$ cat src/rtl/text_ram_arbiter.sv
// Text RAM arbiter: one synchronous single-port RAM shared by video reads, a clear engine and a host port.
// Defining TEXT_RAM_ARB_STATS_EN adds the saturating host stall counter output host_stall_cnt_o.
module text_ram_arbiter #(
   parameter int                    ADDR_WIDTH     = 12,
   parameter int                    DATA_WIDTH     = 16,
   parameter logic [DATA_WIDTH-1:0] FILL_VALUE     = 16'h0020,
   parameter bit                    CLEAR_ON_RESET = 1'b1
) (
   input  logic                  clk_i,
   input  logic                  rst_i,
   input  logic [ADDR_WIDTH-1:0] vid_addr_i,
   input  logic                  vid_rd_strobe_i,
   output logic [DATA_WIDTH-1:0] vid_data_o,
   input  logic                  host_req_i,
   input  logic                  host_we_i,
   input  logic [ADDR_WIDTH-1:0] host_addr_i,
   input  logic [DATA_WIDTH-1:0] host_wdata_i,
   output logic                  host_gnt_o,
   output logic                  host_rvalid_o,
   output logic [DATA_WIDTH-1:0] host_rdata_o,
   input  logic                  clear_i,
   output logic                  busy_o,
`ifdef TEXT_RAM_ARB_STATS_EN
   output logic [15:0]           host_stall_cnt_o,
`endif
   output logic                  mem_en_o,
   output logic                  mem_we_o,
   output logic [ADDR_WIDTH-1:0] mem_addr_o,
   output logic [DATA_WIDTH-1:0] mem_wdata_o,
   input  logic [DATA_WIDTH-1:0] mem_rdata_i
);

   typedef enum logic {ST_IDLE = 1'b0, ST_CLEAR = 1'b1} state_t;

   state_t                r_state;
   state_t                w_state_nxt;
   logic [ADDR_WIDTH-1:0] r_cnt;
   logic [ADDR_WIDTH-1:0] w_cnt_nxt;
   logic                  r_clr_pend;
   logic                  w_host_gnt;
   logic                  w_clr_issue;
   logic                  r_vid_p1;
   logic                  r_vid_p2;
   logic                  r_host_p1;
   logic                  r_host_p2;
   logic                  r_host_rvalid;
   logic [DATA_WIDTH-1:0] r_vid_data;
   logic [DATA_WIDTH-1:0] r_host_rdata;
   logic                  r_mem_en;
   logic                  r_mem_we;
   logic [ADDR_WIDTH-1:0] r_mem_addr;
   logic [DATA_WIDTH-1:0] r_mem_wdata;

   // Video always wins; the clear engine stalls behind it, the host waits for both.
   assign w_host_gnt  = host_req_i & ~vid_rd_strobe_i & (r_state == ST_IDLE) & ~clear_i;
   assign w_clr_issue = (r_state == ST_CLEAR) & ~vid_rd_strobe_i;

   always_comb begin
      w_state_nxt = r_state;
      w_cnt_nxt   = r_cnt;
      case (r_state)
         ST_IDLE: begin
            if (clear_i || r_clr_pend) begin
               w_state_nxt = ST_CLEAR;
               w_cnt_nxt   = '0;
            end
         end
         ST_CLEAR: begin
            if (clear_i) begin
               w_cnt_nxt = '0;
            end else if (w_clr_issue) begin
               if (r_cnt == {ADDR_WIDTH{1'b1}}) begin
                  w_state_nxt = ST_IDLE;
                  w_cnt_nxt   = '0;
               end else begin
                  w_cnt_nxt = r_cnt + 1'b1;
               end
            end
         end
         default: begin
            w_state_nxt = ST_IDLE;
            w_cnt_nxt   = '0;
         end
      endcase
   end

   always_ff @(posedge clk_i or posedge rst_i) begin
      if (rst_i) begin
         r_state       <= ST_IDLE;
         r_cnt         <= '0;
         r_clr_pend    <= CLEAR_ON_RESET;
         r_mem_en      <= 1'b0;
         r_mem_we      <= 1'b0;
         r_mem_addr    <= '0;
         r_mem_wdata   <= '0;
         r_vid_p1      <= 1'b0;
         r_vid_p2      <= 1'b0;
         r_host_p1     <= 1'b0;
         r_host_p2     <= 1'b0;
         r_host_rvalid <= 1'b0;
         r_vid_data    <= '0;
         r_host_rdata  <= '0;
      end else begin
         r_state    <= w_state_nxt;
         r_cnt      <= w_cnt_nxt;
         r_clr_pend <= 1'b0;
         r_mem_en   <= vid_rd_strobe_i | w_clr_issue | w_host_gnt;
         if (vid_rd_strobe_i) begin
            r_mem_we   <= 1'b0;
            r_mem_addr <= vid_addr_i;
         end else if (w_clr_issue) begin
            r_mem_we    <= 1'b1;
            r_mem_addr  <= r_cnt;
            r_mem_wdata <= FILL_VALUE;
         end else if (w_host_gnt) begin
            r_mem_we   <= host_we_i;
            r_mem_addr <= host_addr_i;
            if (host_we_i) r_mem_wdata <= host_wdata_i;
         end else begin
            r_mem_we <= 1'b0;
         end
         // Read tags follow the access through the RAM's one-cycle latency.
         r_vid_p1      <= vid_rd_strobe_i;
         r_vid_p2      <= r_vid_p1;
         r_host_p1     <= w_host_gnt & ~host_we_i;
         r_host_p2     <= r_host_p1;
         r_host_rvalid <= r_host_p2;
         if (r_vid_p2) r_vid_data <= mem_rdata_i;
         if (r_host_p2) r_host_rdata <= mem_rdata_i;
      end
   end

`ifdef TEXT_RAM_ARB_STATS_EN
   logic [15:0] r_stall_cnt;

   always_ff @(posedge clk_i or posedge rst_i) begin
      if (rst_i) begin
         r_stall_cnt <= '0;
      end else if (host_req_i && !w_host_gnt && (r_stall_cnt != 16'hFFFF)) begin
         r_stall_cnt <= r_stall_cnt + 16'd1;
      end
   end

   assign host_stall_cnt_o = r_stall_cnt;
`else
   // Stall counter is absent from this build.
`endif

   assign vid_data_o    = r_vid_data;
   assign host_gnt_o    = w_host_gnt;
   assign host_rvalid_o = r_host_rvalid;
   assign host_rdata_o  = r_host_rdata;
   assign busy_o        = (r_state == ST_CLEAR);
   assign mem_en_o      = r_mem_en;
   assign mem_we_o      = r_mem_we;
   assign mem_addr_o    = r_mem_addr;
   assign mem_wdata_o   = r_mem_wdata;

endmodule

$ cat config.mk
export PLATFORM = sky130hd
export DESIGN_NAME = text_ram_arbiter
export DESIGN_NICKNAME = d
export VERILOG_FILES = /design/src/rtl/text_ram_arbiter.sv
export SDC_FILE = /design/constraint.sdc
export NUM_CORES = 1
export LEC_CHECK = 0
export CORE_MARGIN = 2
export CORE_UTILIZATION = 40
export DETAILED_ROUTE_END_ITERATION = 8
export GPL_ROUTABILITY_DRIVEN = 0
export PLACE_DENSITY_LB_ADDON = 0.15
export SETUP_SLACK_MARGIN = 0.2
export SYNTH_ARGS = -nofsm -noshare
export SYNTH_HDL_FRONTEND = slang
export SYNTH_SLANG_ARGS = --single-unit
$ cat constraint.sdc
create_clock -name clk_i -period 2.49 [get_ports clk_i]
set_input_delay 0.3735 -clock clk_i [delete_from_list [all_inputs] [get_ports clk_i]]
set_output_delay 0.3735 -clock clk_i [all_outputs]
set_load 0.005 [all_outputs]
==> results of run 1 <==
## how the worst max path moves through the flow
stage	cells after the start	to
after floorplan	6	r_cnt[9]
after global placement	6	r_cnt[5]
after detailed placement	6	r_cnt[5]
after CTS	3	host_gnt_o
after global routing	3	host_gnt_o
final	3	host_gnt_o
## report_power, final
group | total (mW) | internal, mW | leakage [nW] | switching (mW)
registers | 1.40 | 1.37 | 1.05 | 0.0317
clock network | 1.02 | 0.556 | 0.109 | 0.462
logic | 0.324 | 0.213 | 1.04 | 0.112
total | 2.74 | 2.13 | 2.20 | 0.606
## flip-flops by register name (all words and copies together) (netlist names)
signal,cells
busy_o,1
host_rdata_o,16
host_rvalid_o,1
mem_addr_o,12
mem_en_o,1
mem_wdata_o,16
mem_we_o,1
r_clr_pend,1
r_cnt,12
r_host_p1,1
r_host_p2,1
r_vid_p1,1
r_vid_p2,1
vid_data_o,16
## area by class of cell
cell class                 instances  area (µm²)
clock inverter                     6        83.8
tap                              108         135
multi-input combinational        215        1400
fill                             735        3510
clock buffer                       9         124
timing repair buffer             135        1340
sequential                        81        2030
inverter                           3        15.0
## through the flow
| stage | cells | utilization | setup slack, ns | cell area, µm² |
|---|---|---|---|---|
| after floorplan | 321 | - | 0.961 | 3540 |
| after global placement | 542 | 0.569 | 0.183 | 4910 |
| after detailed placement | 542 | 0.569 | 0.105 | 4910 |
| after CTS | 557 | 0.593 | 0.339 | 5120 |
| after global routing | 557 | 0.593 | 0.264 | 5120 |
| final | 557 | 0.593 | 0.370 | 5120 |
## routing by layer
metal  up-vias  part of all wire
li1       1364                 -
met1      1309              0.44
met2        97              0.47
met3        12             0.070
met4         0             0.016
met5         -                 0
## cell families (layout without fill, tap and decap cells)
kind of cell | Yosys count | after routing
multiplexers | 45 | 45
other | 1 | 1
AND/OR/NAND/NOR | 103 | 103
AO/OA/AOI/OAI | 65 | 65
buffers and inverters | 25 | 153
flip-flops | 81 | 81
adder cells (fa/ha/maj) | 1 | 1
## placed cells by master, fill, tap and decap left out, types with 2 or more instances in the layout
master and n:
clkdlybuf4s50_1 126, dfrtp_1 80, nand2_1 50, o21ai_0 36, mux2_2 32, a21oi_1 18, nor2_1 16, mux2i_1 13
clkbuf_8 9, buf_4 8, nand3_1 5, nor2b_1 4, nand4_1 4, a31oi_1 3, clkinv_2 3, and4_1 2
and2_2 2, nand2b_1 2, nor3_1 2, inv_1 2, a21o_1 2, or2_2 2, bufinv_16 2
## critical path, cell delays in order
cell	delay, ns
clkdlybuf4s50_1	0.45
nor4b_2	0.34
clkdlybuf4s50_1	0.59
==> flow_metrics.env, run 1 <==
export IMPL_status="finished, final reports clean"
export IMPL_nets=508
export IMPL_yosysTopAreaCell="dfrtp_1"
export IMPL_synth_top_family_by_area="simple AND/OR/NAND/NOR gates"
export IMPL_setup_viol=0
export IMPL_syn_to_final_growth_pct=44.7
export IMPL_drc_errors=0
export IMPL_wl_um=8310
export IMPL_vias=2782
export IMPL_ir_worst_vdd_mv=0.273
export IMPL_ctsResizeCount=0
export IMPL_netlist_area_um2=3540
export IMPL_num_rows=34
export IMPL_synth_xor_xnor_area_share=0
export IMPL_grt_usage=0.181
export IMPL_drv_cap=0
export IMPL_hold_end="r_host_p2"
export IMPL_clock_sinks=81
export IMPL_synth_common_cells="dfrtp_1 (80), nand2_1 (50), o21ai_0 (36), mux2_2 (32), a21oi_1 (18)"
export IMPL_hold_class="flop to flop"
export IMPL_syn_inst=321
export IMPL_whs_ns=0.351
export IMPL_synth_area_per_cell_um2=11.0
export IMPL_die_y_um=98.1
export IMPL_synth_compound_area_share=0.0996
export IMPL_r2r_end="r_cnt[9]"
export IMPL_antenna_found_initial=0
export IMPL_grtUsageMet2=0.274
export IMPL_total_power_mw=2.74
export IMPL_crit_fanout=3
export IMPL_clkSlewWorstSetupHoldPaths_ns=0.07
export IMPL_grt_busiest_layer="met2"
export IMPL_port_buffers=126
export IMPL_worstSkewPairLatency_ns=0.35
export IMPL_synthMuxAreaShare=0.139
export IMPL_ys_types=46
export IMPL_synth_edf_count=0
export IMPL_rsz0062_at_grt="no"
export IMPL_fin_tns_setup_ns=0
export IMPL_die_x_um=98.1
export IMPL_wl_per_cell_um=14.9
export IMPL_hold_viol=0
export IMPL_synth_top_cell_area_share=0.565
export IMPL_drt_iter0_drc=87
export IMPL_post_synth_top_count_cell="dfrtp_1"
export IMPL_reg2reg_slack_ns=0.61
export IMPL_ctsHoldBuffers=0
export IMPL_die_area_um2=9620
export IMPL_synth_ff_type="dfrtp_1"
export IMPL_first_pass_iters=4
export IMPL_r2r_start="r_cnt[2]"
export IMPL_cts_made_buffers=9
export IMPL_synth_fp_nets=384
export IMPL_cts_max_level=3
export IMPL_min_from="r_host_p1"
export IMPL_finalCritPeriodShare=0.851
export IMPL_max_freq_mhz=472
export IMPL_synth_fa_ha_area_frac=0.00353
export IMPL_arrival_ns=1.75
export IMPL_grt_use_met3=0.0415
export IMPL_via_per_inst=4.99
export IMPL_cts_root_buf="clkbuf_8"
export IMPL_drive_gt1_frac=0.158
export IMPL_crit_path_start="clear_i"
export IMPL_grt_pass1_vias=2670
export IMPL_cp_required_ns=2.12
export IMPL_clockBufferDepth=2
export IMPL_start_util=0.410
export IMPL_synth_seq_cells=81
export IMPL_post_route_min_period_ns=2.12
export IMPL_cts_tree="built"
export IMPL_core_area_um2=8640
export IMPL_skew_ns=0.00877
export IMPL_relSlewSlack=0.510
export IMPL_reg2reg_depth=4
export IMPL_end_kind="output port"
export IMPL_yosys_warnings=0
export IMPL_grt_first_pass_wirelength_um=13800
export IMPL_antenna_left=0
export IMPL_antenna_cells=0
export IMPL_overflow=0
export IMPL_yosys_area_share_simple=0.150
export IMPL_ys_top_cells_by_area="dfrtp_1 (57%), mux2_2 (10%), nand2_1 (5.3%), o21ai_0 (5.1%), mux2i_1 (3.7%)"
export IMPL_postCtsSetupRepairBufs=0
export IMPL_ios=127
export IMPL_min_path_cells=0
export IMPL_met1_usage=0.255
export IMPL_cp_start_kind="primary input"
export IMPL_drv_slew=0
export IMPL_async_reset_ff_frac=1.00
export IMPL_ys_seq_area_frac=0.573
export IMPL_total_leakage_power_nw=2.20
export IMPL_crit_type="primary input to output port"
export IMPL_dp_hpwl_um=6040
export IMPL_grt_max_degree=39
export IMPL_worst_pin_slew_ns=0.735
export IMPL_p_per_area_nw_per_um2=535
Power figures use the tool's default switching activity.
==> inputs of run 2 (changes only) <==
--- a/config.mk
+++ b/config.mk
@@ -11,6 +11,7 @@
 export GPL_ROUTABILITY_DRIVEN = 0
 export PLACE_DENSITY_LB_ADDON = 0.15
 export SETUP_SLACK_MARGIN = 0.2
+export SLEW_MARGIN = 10
 export SYNTH_ARGS = -nofsm -noshare
 export SYNTH_HDL_FRONTEND = slang
 export SYNTH_SLANG_ARGS = --single-unit
==> results of run 2 <==
No change in the layout: final DEF, timing and power equal those of run 1.
==> inputs of run 3 (changes only) <==
--- a/config.mk
+++ b/config.mk
@@ -5,6 +5,7 @@
 export SDC_FILE = /design/constraint.sdc
 export NUM_CORES = 1
 export LEC_CHECK = 0
+export ABC_AREA = 1
 export CORE_MARGIN = 2
 export CORE_UTILIZATION = 40
 export DETAILED_ROUTE_END_ITERATION = 8
==> flow_metrics.env, run 3 <==
export IMPL_die_x_um=97.8
export IMPL_cp_start_kind="primary input"
export IMPL_drc_errors=0
export IMPL_synth_ff_type="dfrtp_1"
export IMPL_nets=549
export IMPL_crit_type="primary input to output port"
export IMPL_yosysTopAreaCell="dfrtp_1"
export IMPL_relSlewSlack=0.506
export IMPL_dp_cells=583
export IMPL_clockBufferDepth=2
export IMPL_grt_pass1_vias=2796
export IMPL_total_power_mw=2.63
export IMPL_first_pass_iters=4
export IMPL_post_synth_top_count_cell="nand2_1"
export IMPL_antenna_cells=0
export IMPL_worst_pin_slew_ns=0.741
export IMPL_drive_gt1_frac=0.145
export IMPL_fillers=765
export IMPL_rsz0062_at_grt="no"
export IMPL_synth_area_per_cell_um2=9.85
export IMPL_seq_area_um2=2030
export IMPL_cts_tree="built"
export IMPL_crit_fanout=5
export IMPL_ys_top_cells_by_area="dfrtp_1 (57%), nand2_1 (11%), mux2_2 (10%), o21ai_0 (2.8%), inv_1 (2.6%)"
export IMPL_hold_viol=0
export IMPL_total_leakage_power_nw=2.35
export IMPL_start_util=0.407
export IMPL_grt_first_pass_wirelength_um=13500
export IMPL_grt_max_degree=82
export IMPL_setup_viol=0
export IMPL_arrival_ns=1.68
export IMPL_post_dp_cell_area_um2=4870
export IMPL_multi_input_area_um2=1290
export IMPL_ctsHoldBuffers=0
export IMPL_port_buffers=126
export IMPL_synth_common_cells="nand2_1 (103), dfrtp_1 (80), mux2_2 (32), inv_1 (24), nor2_1 (23)"
export IMPL_vias=2880
export IMPL_ir_worst_vdd_mv=0.348
export IMPL_wl_um=8240
export IMPL_skew_ns=0.0113
export IMPL_die_area_um2=9560
export IMPL_yosys_warnings=0
export IMPL_postCtsSetupRepairBufs=0
export IMPL_layout_common_cells="clkdlybuf4s50_1 (126), nand2_1 (103), dfrtp_1 (80), mux2_2 (32)"
export IMPL_fin_tns_setup_ns=0
export IMPL_cts_made_buffers=9
export IMPL_netlist_area_um2=3520
export IMPL_dp_hpwl_um=6080
export IMPL_cts_max_level=3
export IMPL_max_freq_mhz=486
export IMPL_clock_sinks=81
export IMPL_ios=127
export IMPL_post_route_min_period_ns=2.06
export IMPL_final_cells=599
export IMPL_p_per_area_nw_per_um2=520
export IMPL_ys_seq_area_frac=0.577
export IMPL_cp_required_ns=2.12
export IMPL_syn_inst=357
export IMPL_antenna_found_initial=0
export IMPL_design_area_um2=5060
export IMPL_cts_root_buf="clkbuf_8"
export IMPL_finalCritPeriodShare=0.826
export IMPL_drt_iter0_drc=140
export IMPL_drv_cap=0
export IMPL_drv_slew=0
export IMPL_hold_class="flop to flop"
export IMPL_synth_edf_count=0
export IMPL_final_core_util=0.586
export IMPL_num_rows=34
export IMPL_synth_fp_nets=420
export IMPL_async_reset_ff_frac=1.00
export IMPL_core_area_um2=8640
export IMPL_status="finished, final reports clean"
export IMPL_synth_seq_cells=81
export IMPL_wl_per_cell_um=13.8
export IMPL_final_common_cell="clkdlybuf4s50_1"
export IMPL_ctsResizeCount=0
export IMPL_grt_usage=0.176
export IMPL_end_kind="output port"
export IMPL_syn_to_final_growth_pct=44.1
export IMPL_overflow=0
export IMPL_antenna_left=0
export IMPL_worstSkewPairLatency_ns=0.35
export IMPL_ys_types=27
export IMPL_clkSlewWorstSetupHoldPaths_ns=0.09
export IMPL_die_y_um=97.8
export IMPL_via_per_inst=4.81
export IMPL_synth_top_cell_area_share=0.569
## run 3: per-stage QoR
step | hold WS (ns) | setup slack (ns)
floorplan | 0.331 | 1.19
global placement | 0.334 | 0.449
detailed placement | 0.343 | 0.422
CTS | 0.363 | 0.424
global route | 0.360 | 0.385
finish | 0.358 | 0.432
## run 3: layer usage
metal / track usage / share of wire
met2: 0.283 / 0.48
met4: 0.0598 / 0.022
met5: 0 / 0
met3: 0.0415 / 0.055
met1: 0.236 / 0.45
## run 3: path summary, 6_finish.rpt
| kind | startpoint | slack (ns) | depth (start not counted) | end |
|---|---|---|---|---|
| min reg2reg | r_host_p1 | 0.36 | 0 | r_host_p2 |
| max | clear_i | 0.43 | 5 | host_gnt_o |
| min | r_host_p1 | 0.36 | 0 | r_host_p2 |
| max reg2reg | r_cnt[1] | 0.89 | 5 | busy_o |
| max in group asynchronous | rst_i | 1.65 | 3 | r_clr_pend |
| min in group asynchronous | rst_i | 0.49 | 3 | mem_wdata_o[2] |
## run 3: final cells by class
type,instances,area share
tap,108,0.0267
clock buffer,9,0.0245
timing repair buffer,129,0.256
inverter,31,0.0242
clock inverter,7,0.0138
multi-input combinational,234,0.254
sequential,81,0.400
## run 3: where the power goes
part           internal [mW]  total, mW  switching, mW
clock                  0.392      0.930          0.538
sequential              1.36       1.39         0.0289
combinational          0.196      0.314          0.118
total                   1.95       2.63          0.685
## run 3: cells by family after synthesis
family | share of synthesized area
AOI/OAI and AO/OA | 0.0737
muxes | 0.102
DFF | 0.577
and+or+nand+nor | 0.186
other | 0.00107
buffers and inverters | 0.0566
adders and majority gates | 0.00356
## run 3: critical path: stages
cell	delay, ns
clkdlybuf4s50_1	0.45
inv_2	0.12
nand2_2	0.08
nor2_4	0.14
clkdlybuf4s50_1	0.51
